$ cat config.mk
export PLATFORM = sky130hd
export DESIGN_NAME = rgb_led_arbiter
export DESIGN_NICKNAME = d
export VERILOG_FILES = /design/src/rtl/rgb_pkg.sv /design/src/rtl/rr_priority_pick.sv /design/src/rtl/rgb_led_arbiter.sv
export SDC_FILE = /design/constraint.sdc
export NUM_CORES = 1
export LEC_CHECK = 0
export ABC_AREA = 1
export CORE_UTILIZATION = 34
export CTS_BUF_LIST = sky130_fd_sc_hd__clkbuf_2 sky130_fd_sc_hd__clkbuf_4 sky130_fd_sc_hd__clkbuf_8
export DETAILED_ROUTE_END_ITERATION = 8
export GPL_TIMING_DRIVEN = 0
export MAX_ROUTING_LAYER = met4
export SLEW_MARGIN = 20
export SYNTH_ARGS = -nofsm -noshare
export SYNTH_HDL_FRONTEND = slang
export SYNTH_SLANG_ARGS = --single-unit
$ cat constraint.sdc
create_clock -name clk -period 4.6 [get_ports clk]
set_clock_uncertainty 0.15 [all_clocks]
set_input_delay 0.69 -clock clk [delete_from_list [all_inputs] [get_ports clk]]
set_output_delay 0.69 -clock clk [all_outputs]
set_load 0.01 [all_outputs]
$ cat src/rtl/rgb_pkg.sv
// rgb_pkg: shared LED polarity, colour and arbiter state definitions
package rgb_pkg;
    localparam logic LED_ON  = 1'b0;
    localparam logic LED_OFF = 1'b1;
    typedef logic [2:0] rgb_color_t;
    localparam rgb_color_t RED     = 3'b100;
    localparam rgb_color_t YELLOW  = 3'b110;
    localparam rgb_color_t GREEN   = 3'b010;
    localparam rgb_color_t CYAN    = 3'b011;
    localparam rgb_color_t BLUE    = 3'b001;
    localparam rgb_color_t MAGENTA = 3'b101;
    localparam rgb_color_t OFF     = 3'b000;
    typedef enum logic {IDLE, SHOW} arb_state_t;
endpackage

$ cat src/rtl/rr_priority_pick.sv
// rr_priority_pick: combinational round-robin select, searching from ptr+1 so ptr itself is lowest priority
module rr_priority_pick #(
    parameter int NUM_REQ = 4,
    localparam int PW = $clog2(NUM_REQ)
) (
    input  logic [NUM_REQ-1:0] req,
    input  logic [NUM_REQ-1:0] mask,
    input  logic [PW-1:0]      ptr,
    output logic [NUM_REQ-1:0] win,
    output logic               valid
);
    logic [PW-1:0] idx;
    always_comb begin
        win = '0;
        idx = '0;
        for (int k = 1; k <= NUM_REQ; k++) begin
            idx = PW'((int'(ptr) + k) % NUM_REQ);
            if (win == '0 && req[idx] && mask[idx]) win[idx] = 1'b1;
        end
        valid = |win;
    end
endmodule

$ cat src/rtl/rgb_led_arbiter.sv
// rgb_led_arbiter: round-robin time-sharing of one active-low RGB LED between status sources
module rgb_led_arbiter
    import rgb_pkg::*;
#(
    parameter int NUM_REQ      = 4,
    parameter int DWELL_CYCLES = 2000000
) (
    input  logic                   clk,
    input  logic                   rst_n,
    input  logic [NUM_REQ-1:0]     req,
    input  logic [3*NUM_REQ-1:0]   color,
    output logic [NUM_REQ-1:0]     gnt,
    output logic [NUM_REQ-1:0]     done,
    output logic                   busy,
    output logic                   RGB_R,
    output logic                   RGB_G,
    output logic                   RGB_B
);
    localparam int PW = $clog2(NUM_REQ);
    localparam int CW = $clog2(DWELL_CYCLES);

    arb_state_t         state_q;
    logic [NUM_REQ-1:0] gnt_q, done_q, win;
    rgb_color_t         led_q;
    logic [CW-1:0]      cnt_q;
    logic [PW-1:0]      ptr_q, owner_q, win_idx;
    logic               win_valid, slot_end;

    // A slot ends on the final count or as soon as the owner lets go of req
    assign slot_end = (state_q == SHOW) && (!req[owner_q] || cnt_q == CW'(DWELL_CYCLES - 1));

    rr_priority_pick #(.NUM_REQ(NUM_REQ)) u_pick (
        .req   (req),
        .mask  ({NUM_REQ{1'b1}}),
        .ptr   (state_q == SHOW ? owner_q : ptr_q),
        .win   (win),
        .valid (win_valid)
    );

    always_comb begin
        win_idx = '0;
        for (int i = 0; i < NUM_REQ; i++) if (win[i]) win_idx = PW'(i);
    end

    always_ff @(posedge clk or negedge rst_n) begin
        if (!rst_n) begin
            state_q <= IDLE;
            gnt_q   <= '0;
            done_q  <= '0;
            led_q   <= {3{LED_OFF}};
            cnt_q   <= '0;
            ptr_q   <= PW'(NUM_REQ - 1);
            owner_q <= '0;
        end else begin
            done_q <= '0;
            if (state_q == IDLE || slot_end) begin
                if (slot_end) begin
                    done_q[owner_q] <= req[owner_q];
                    ptr_q           <= owner_q;
                end
                state_q <= win_valid ? SHOW : IDLE;
                gnt_q   <= win;
                owner_q <= win_idx;
                cnt_q   <= '0;
                led_q   <= win_valid ? ~color[3*int'(win_idx) +: 3] : {3{LED_OFF}};
            end else begin
                cnt_q <= cnt_q + 1'b1;
            end
        end
    end

    assign gnt   = gnt_q;
    assign done  = done_q;
    assign busy  = (state_q == SHOW);
    assign RGB_R = led_q[2];
    assign RGB_G = led_q[1];
    assign RGB_B = led_q[0];
endmodule

After elaboration in Yosys (flattened, before gate mapping)
Index checks and enable logic that the tools add are counted.
{"block": "op_classes", "n_addsub": 5, "n_mul": 1, "order_cmp": 10, "eq_ne": 1, "shifts": 1, "muxes": 41, "bitwise_logic": 6, "reduce_logical": 21}
{"op": "$mux 4", "count": 6}
{"op": "$add 21x1->21 const B", "count": 1}
{"op": "$eq 21x21->1 const B", "count": 1}
{"op": "$mux 21", "count": 1}
{"op": "$bmux 1 s2", "count": 9}
{"op": "$mux 1", "count": 16}
{"op": "$lt 2x3->1 const B", "count": 5}
{"op": "$logic_and 1x1->1", "count": 13}
{"op": "$logic_not 4->1", "count": 3}
{"op": "$or 4x4->4", "count": 3}
{"op": "$shiftx 12x5->3", "count": 1}
{"op": "$demux 1 s2", "count": 5}
{"op": "$ge 2x1->1 const B", "count": 5}
{"op": "$mux 2", "count": 3}
{"op": "$add 2x1->2 const B", "count": 2}
{"op": "$add 2x2->2 const B", "count": 2}
{"op": "$and 4x4->4", "count": 1}
{"op": "$mul 2x2->4 const A", "count": 1}
{"op": "$reduce_or 4->1", "count": 1}
{"op": "$mux 3", "count": 1}
{"op": "$not 3->3", "count": 1}
{"op": "$logic_or 1x1->1", "count": 2}
{"op": "$reduce_and 2->1", "count": 1}
{"op": "$logic_not 1->1", "count": 1}
{"op": "$not 1->1", "count": 1}
{"block": "totals", "regBits": 37, "inputBits": 18, "output_inout_bits": 12, "wordCells": 93}

Longest topological paths before layout
{"block": "logic_depth", "depth_word": 26, "mapped_depth": 25, "ltp_nobuf": 25}

Cells and area by module
From an unflattened synthesis, not the netlist that was laid out.
{"block": "hier_totals", "hier_cells": 358, "hier_area_um2": 2612.5}
{"mod": "rgb_led_arbiter", "instances": 1, "cells_per_inst": 266, "area_per_inst_um2": 2045.7, "seq_area_each_um2": 932.1}
{"mod": "rr_priority_pick", "instances": 1, "cells_per_inst": 92, "area_per_inst_um2": 566.8, "seq_area_each_um2": 0.0}

Least setup slack after synthesis
OpenSTA, ideal clock, no wires.
{"block": "synth_path", "path_kind": "register to register", "from": "register state_q (netlist: busy)", "to": "register led_q[0]", "t_arrival_ns": 2.747, "required_ns": 4.382, "setup_slack_ns": 1.635, "stages_incl_launch_ff": 22, "n_path_buf": 0, "period_less_slack_ns": 2.965, "cell_sequence": "dfrtp_1 -> inv_2 -> nand2_4 -> nand2_4 -> inv_1 -> ha_1 -> inv_1 -> nand3_1 -> nand2_2 -> o31ai_4 -> nand3_1 -> nand2_2 -> nor2_2 -> nand3_1 -> nand2_2 -> nor2_4 -> nand3_1 -> nand2_2 -> nor2_4 -> and2_4 -> nor2_4 -> a21oi_2"}
{"block": "synth_via", "elab_chain_cells": 26, "elab_cells_between_ends": 69}
{"element": "start, declared", "line": "rgb_led_arbiter.sv:22", "rtl": "arb_state_t state_q;"}
{"element": "start signal, assigned", "line": "rgb_led_arbiter.sv:61", "rtl": "state_q <= win_valid ? SHOW : IDLE;"}
{"element": "$mux 2", "line": "rgb_led_arbiter.sv:35", "rtl": ".ptr (state_q == SHOW ? owner_q : ptr_q),"}
{"element": "$add 2x1->2", "line": "rr_priority_pick.sv:17", "rtl": "idx = PW'((int'(ptr) + k) % NUM_REQ);"}
{"element": "$lt 2x3->1 (implied by the code) / $ge 2x1->1 (equally long branches)", "line": "rr_priority_pick.sv:18", "rtl": "if (win == '0 && req[idx] && mask[idx]) win[idx] = 1'b1;"}
{"element": "$logic_and 1x1->1 (implied by the code)", "line": "rr_priority_pick.sv:18"}
{"element": "$mux 1 (implied by the code)", "line": "rr_priority_pick.sv:18"}
{"element": "$demux 1 s2"}
{"element": "$mux 4", "line": "rr_priority_pick.sv:18"}
{"element": "$logic_not 4->1", "line": "rr_priority_pick.sv:18"}
{"element": "[8 not listed]"}
{"element": "$logic_and 1x1->1 (2 in a row)", "line": "rr_priority_pick.sv:18"}
{"element": "$mux 4", "line": "rr_priority_pick.sv:18"}
{"element": "$mux 1", "line": "rgb_led_arbiter.sv:42", "rtl": "for (int i = 0; i < NUM_REQ; i++) if (win[i]) win_idx = PW'(i);"}
{"element": "$mux 2 (2 in a row)", "line": "rgb_led_arbiter.sv:42"}
{"element": "$mul 2x2->4", "line": "rgb_led_arbiter.sv:65", "rtl": "led_q <= win_valid ? ~color[3*int'(win_idx) +: 3] : {3{LED_OFF}};"}
{"element": "$shiftx 12x5->3", "line": "rgb_led_arbiter.sv:65"}
{"element": "$not 3->3", "line": "rgb_led_arbiter.sv:65"}
{"element": "$mux 3", "line": "rgb_led_arbiter.sv:65"}
{"element": "end signal, assigned", "line": "rgb_led_arbiter.sv:50", "rtl": "led_q <= {3{LED_OFF}};"}
{"element": "end signal, assigned", "line": "rgb_led_arbiter.sv:65"}
{"element": "end, declared", "line": "rgb_led_arbiter.sv:24", "rtl": "rgb_color_t led_q;"}
Parallel ways exist; a longest one is shown, timed or not. The select of a mux whose other input is x is not followed.
A chain may end at the register's enable or synchronous reset.

Worst setup path in the final report
{"block": "layout_path", "from": "register state_q (netlist: busy)", "to": "register led_q[2]"}
Same word-level chain as after synthesis.

==> flow_summary.yaml <==
run_status:
  status: "finished with violations"
  violations: "DRC"
clocking:
  cts_sinks: 37
  clk_pin_slew_ns: 0.08
  ctsResizeCount: 0
  hold_buffers: 0
  clockBufferDepth: 2
  clockRootBuffer: "clkbuf_8"
  clk-insertion-delay-late_ns: 0.29
  cts_tree: "built"
  cts_made_buffers: 5
  cts_setup_buffers: 0
  htree_levels: 2
final_layout:
  drive_gt1_share_pct: 15.3
  final_common_cell: "nand2_1"
  antenna_cells: 0
  final_net_count: 379
  area_delta_synth_final_pct: 22.0
  layout_common_cells: "nand2_1, inv_1, nor2_1, nand3_1, dfrtp_1"
  design_area_um2: 2890
global_routing:
  overflow: 0
  grt_use_total_pct: 14.8
  grt_pass1_vias: 1921
  antenna_found_initial: 0
  grt_pass1_wl_um: 8470
  grt_max_degree: 28
routing:
  wl_um: 4830
  post-route-drc-count: 1
  viasPerCell: 4.76
  drt-met1-wl_um: 2270
  dr.max_layer_used: "met3"
  vias: 2063
  wire_per_inst_um: 11.2
  routed-wl-met2_um: 2440
  detail-route-antenna-nets: 0
  dr.pass1.iters: 6
  met3_length_um: 121
  drt_iter0_drc: 69
power:
  static-leakage-power_uw: 0.00132
  ir_worst_vdd_v: 0.000314
  power.density_nw_per_um2: 859
synthesis:
  synth_area_um2: 2360
  ys_types: 29
  ys_ff_latch: 37
  synth_nets: 342
  ys_warn_count: 0
  synthCells: 315
  synth.avg_cell_area_um2: 7.51
  yosysSeqAreaShare_pct: 39.4
floorplan:
  fp.dieH_um: 85.4
  dieArea_um2: 7290
  dieWidth_um: 85.4
  ioPinCount: 30
  coreArea_um2: 6760
  rows: 30
  initial_core_util_pct: 35.0
worst_setup_path:
  regToRegSetupSlack_ns: 1.32
  crit_chain: "o21ai_1 > ha_1 > inv_1 > nand3_1 > nand2_2 > o31ai_4 > nand3_2 > nand3_1 > nor2_2 > nand3_1 > nand2_2 > nor2_4 > nand3_1 > nand2_2 > nor2_4 > and2_4 > nor2_4 > a21oi_2"
  r2r_start: "busy$_DFFE_PN0N_"
  cp_slowest_cell: "dfrtp_1"
  worstPathRequired_ns: 4.68
  end_kind: "flop"
  crit_arrival_ns: 3.36
  cp_common_cell: "nand3_1"
  max_stage_delay_ns: 0.49
  r2r_cells: 18
  path_class: "reg2reg"
  r2r-end: "led_q[2]$_DFFE_PN1N_"
  critPathLaunchType: "flop"
  cp_max_fo: 7
timing:
  rsz0062_at_grt: "false"
  hold_viol_final: 0
  maxSlewViolCount: 0
  post-route-period-util_pct: 71.4
  tightest_slew_ns: 0.509
  fin_setup_tns_ns: 0
  fmax_ghz: 0.304
  period_needed_ns: 3.28
  setup_violations: 0
  slew_headroom_pct: 65.9
job:
  max_cap_violations: 0
hold_path:
  hold_class: "in2async"
placement:
  hpwl_um: 3820
  port-buffer-count: 29
  place_area_um2: 2770
  gp_congestion: 0.787
## state kept, by name (all words and copies together) (netlist names)
signal,flops
owner_q,2
done,4
ptr_q,2
led_q,3
cnt_q,21
gnt,4
busy,1
## worst max-delay path, delay by kind of cell, from the launching register on
kind | cells | cell delay [ns]
AOI/OAI and AO/OA | 3 | 0.72
adders and majority gates | 1 | 0.39
buffers and inverters | 1 | 0.10
DFF | 1 | 0.49
and+or+nand+nor | 13 | 1.38
## metrics by stage
step | power [uW] | util, % | hold slack (ns) | setup slack [ns] | instances
final | 2480 | 42.7 | 0.119 | 1.32 | 433
after global routing | 2740 | 42.7 | 0.133 | 0.980 | 433
after CTS | 2510 | 42.7 | 0.122 | 1.29 | 433
after detailed placement | 2220 | 41.0 | 0.318 | 1.29 | 425
after global placement | 2190 | 40.8 | 0.302 | 1.33 | 424
after floorplan | 1840 | - | 0.244 | 1.63 | 315
## routing by layer
metal	up-vias	global-route usage [%]
met4	0	3.64
met1	948	17.6
met3	0	2.63
li1	1089	-
met5	-	-
met2	26	25.9
## worst max-delay path by stage
stage,cells after the start,startpoint,to,slack (ns)
6_report,18,busy$_DFFE_PN0N_,led_q[2]$_DFFE_PN1N_,1.32
2_1_floorplan,21,busy$_DFFE_PN0N_,led_q[0]$_DFFE_PN1N_,1.63
3_5_place_dp,18,req[1],led_q[2]$_DFFE_PN1N_,1.29
5_1_grt,21,busy$_DFFE_PN0N_,led_q[2]$_DFFE_PN1N_,0.98
4_1_cts,21,busy$_DFFE_PN0N_,led_q[2]$_DFFE_PN1N_,1.29
3_3_place_gp,18,req[1],led_q[2]$_DFFE_PN1N_,1.33
## logic make-up (layout without fill, tap and decap cells)
family,count (synthesis),count (layout),synth area share [%]
xor+xnor,3,3,1.11
flops,37,37,39.4
fa+ha+maj,9,9,4.76
simple gates,180,180,37.7
buf+inv,51,89,8.10
compound gates,35,35,8.94
## where the power goes
| part | total [uW] | switching (uW) | internal, uW |
|---|---|---|---|
| sequential | 477 | 58.5 | 419 |
| clock | 285 | 117 | 169 |
| combinational | 1720 | 1080 | 633 |
| total | 2480 | 1260 | 1220 |
## Yosys cell counts
cell      count  area (um^2)
a21oi_1      12         60.1
a21oi_2       3         26.3
a31oi_1       3         18.8
a32o_1        1         10.0
and2_4        1         8.76
and3_1        2         12.5
clkbuf_1      3         11.3
dfrtp_1      32          801
dfstp_2       5          131
ha_1          9          113
inv_1        42          158
inv_2         6         22.5
nand2_1      54          203
nand2_2      13         81.3
nand2_4       3         33.8
nand3_1      34          170
nand3_2       5         50.1
nand4_1       4         25.0
nor2_1       40          150
nor2_2        3         18.8
nor2_4        4         45.0
nor3_1       12         60.1
nor4_1        4         25.0
o21ai_0      13         65.1
o21ai_1       2         10.0
o31ai_4       1         21.3
or4_1         1         7.51
xnor2_1       1         8.76
xor2_1        2         17.5
## layout make-up
cell class | count | area, um^2
Tap cell | 80 | 100
Sequential cell | 37 | 932
Inverter | 48 | 180
Fill cell | 699 | 3870
Clock buffer | 6 | 76.3
Clock inverter | 2 | 38.8
Timing Repair Buffer | 30 | 305
Buffer | 3 | 11.3
Multi-Input combinational cell | 227 | 1240
No activity file was read; power rests on OpenSTA's default activity.
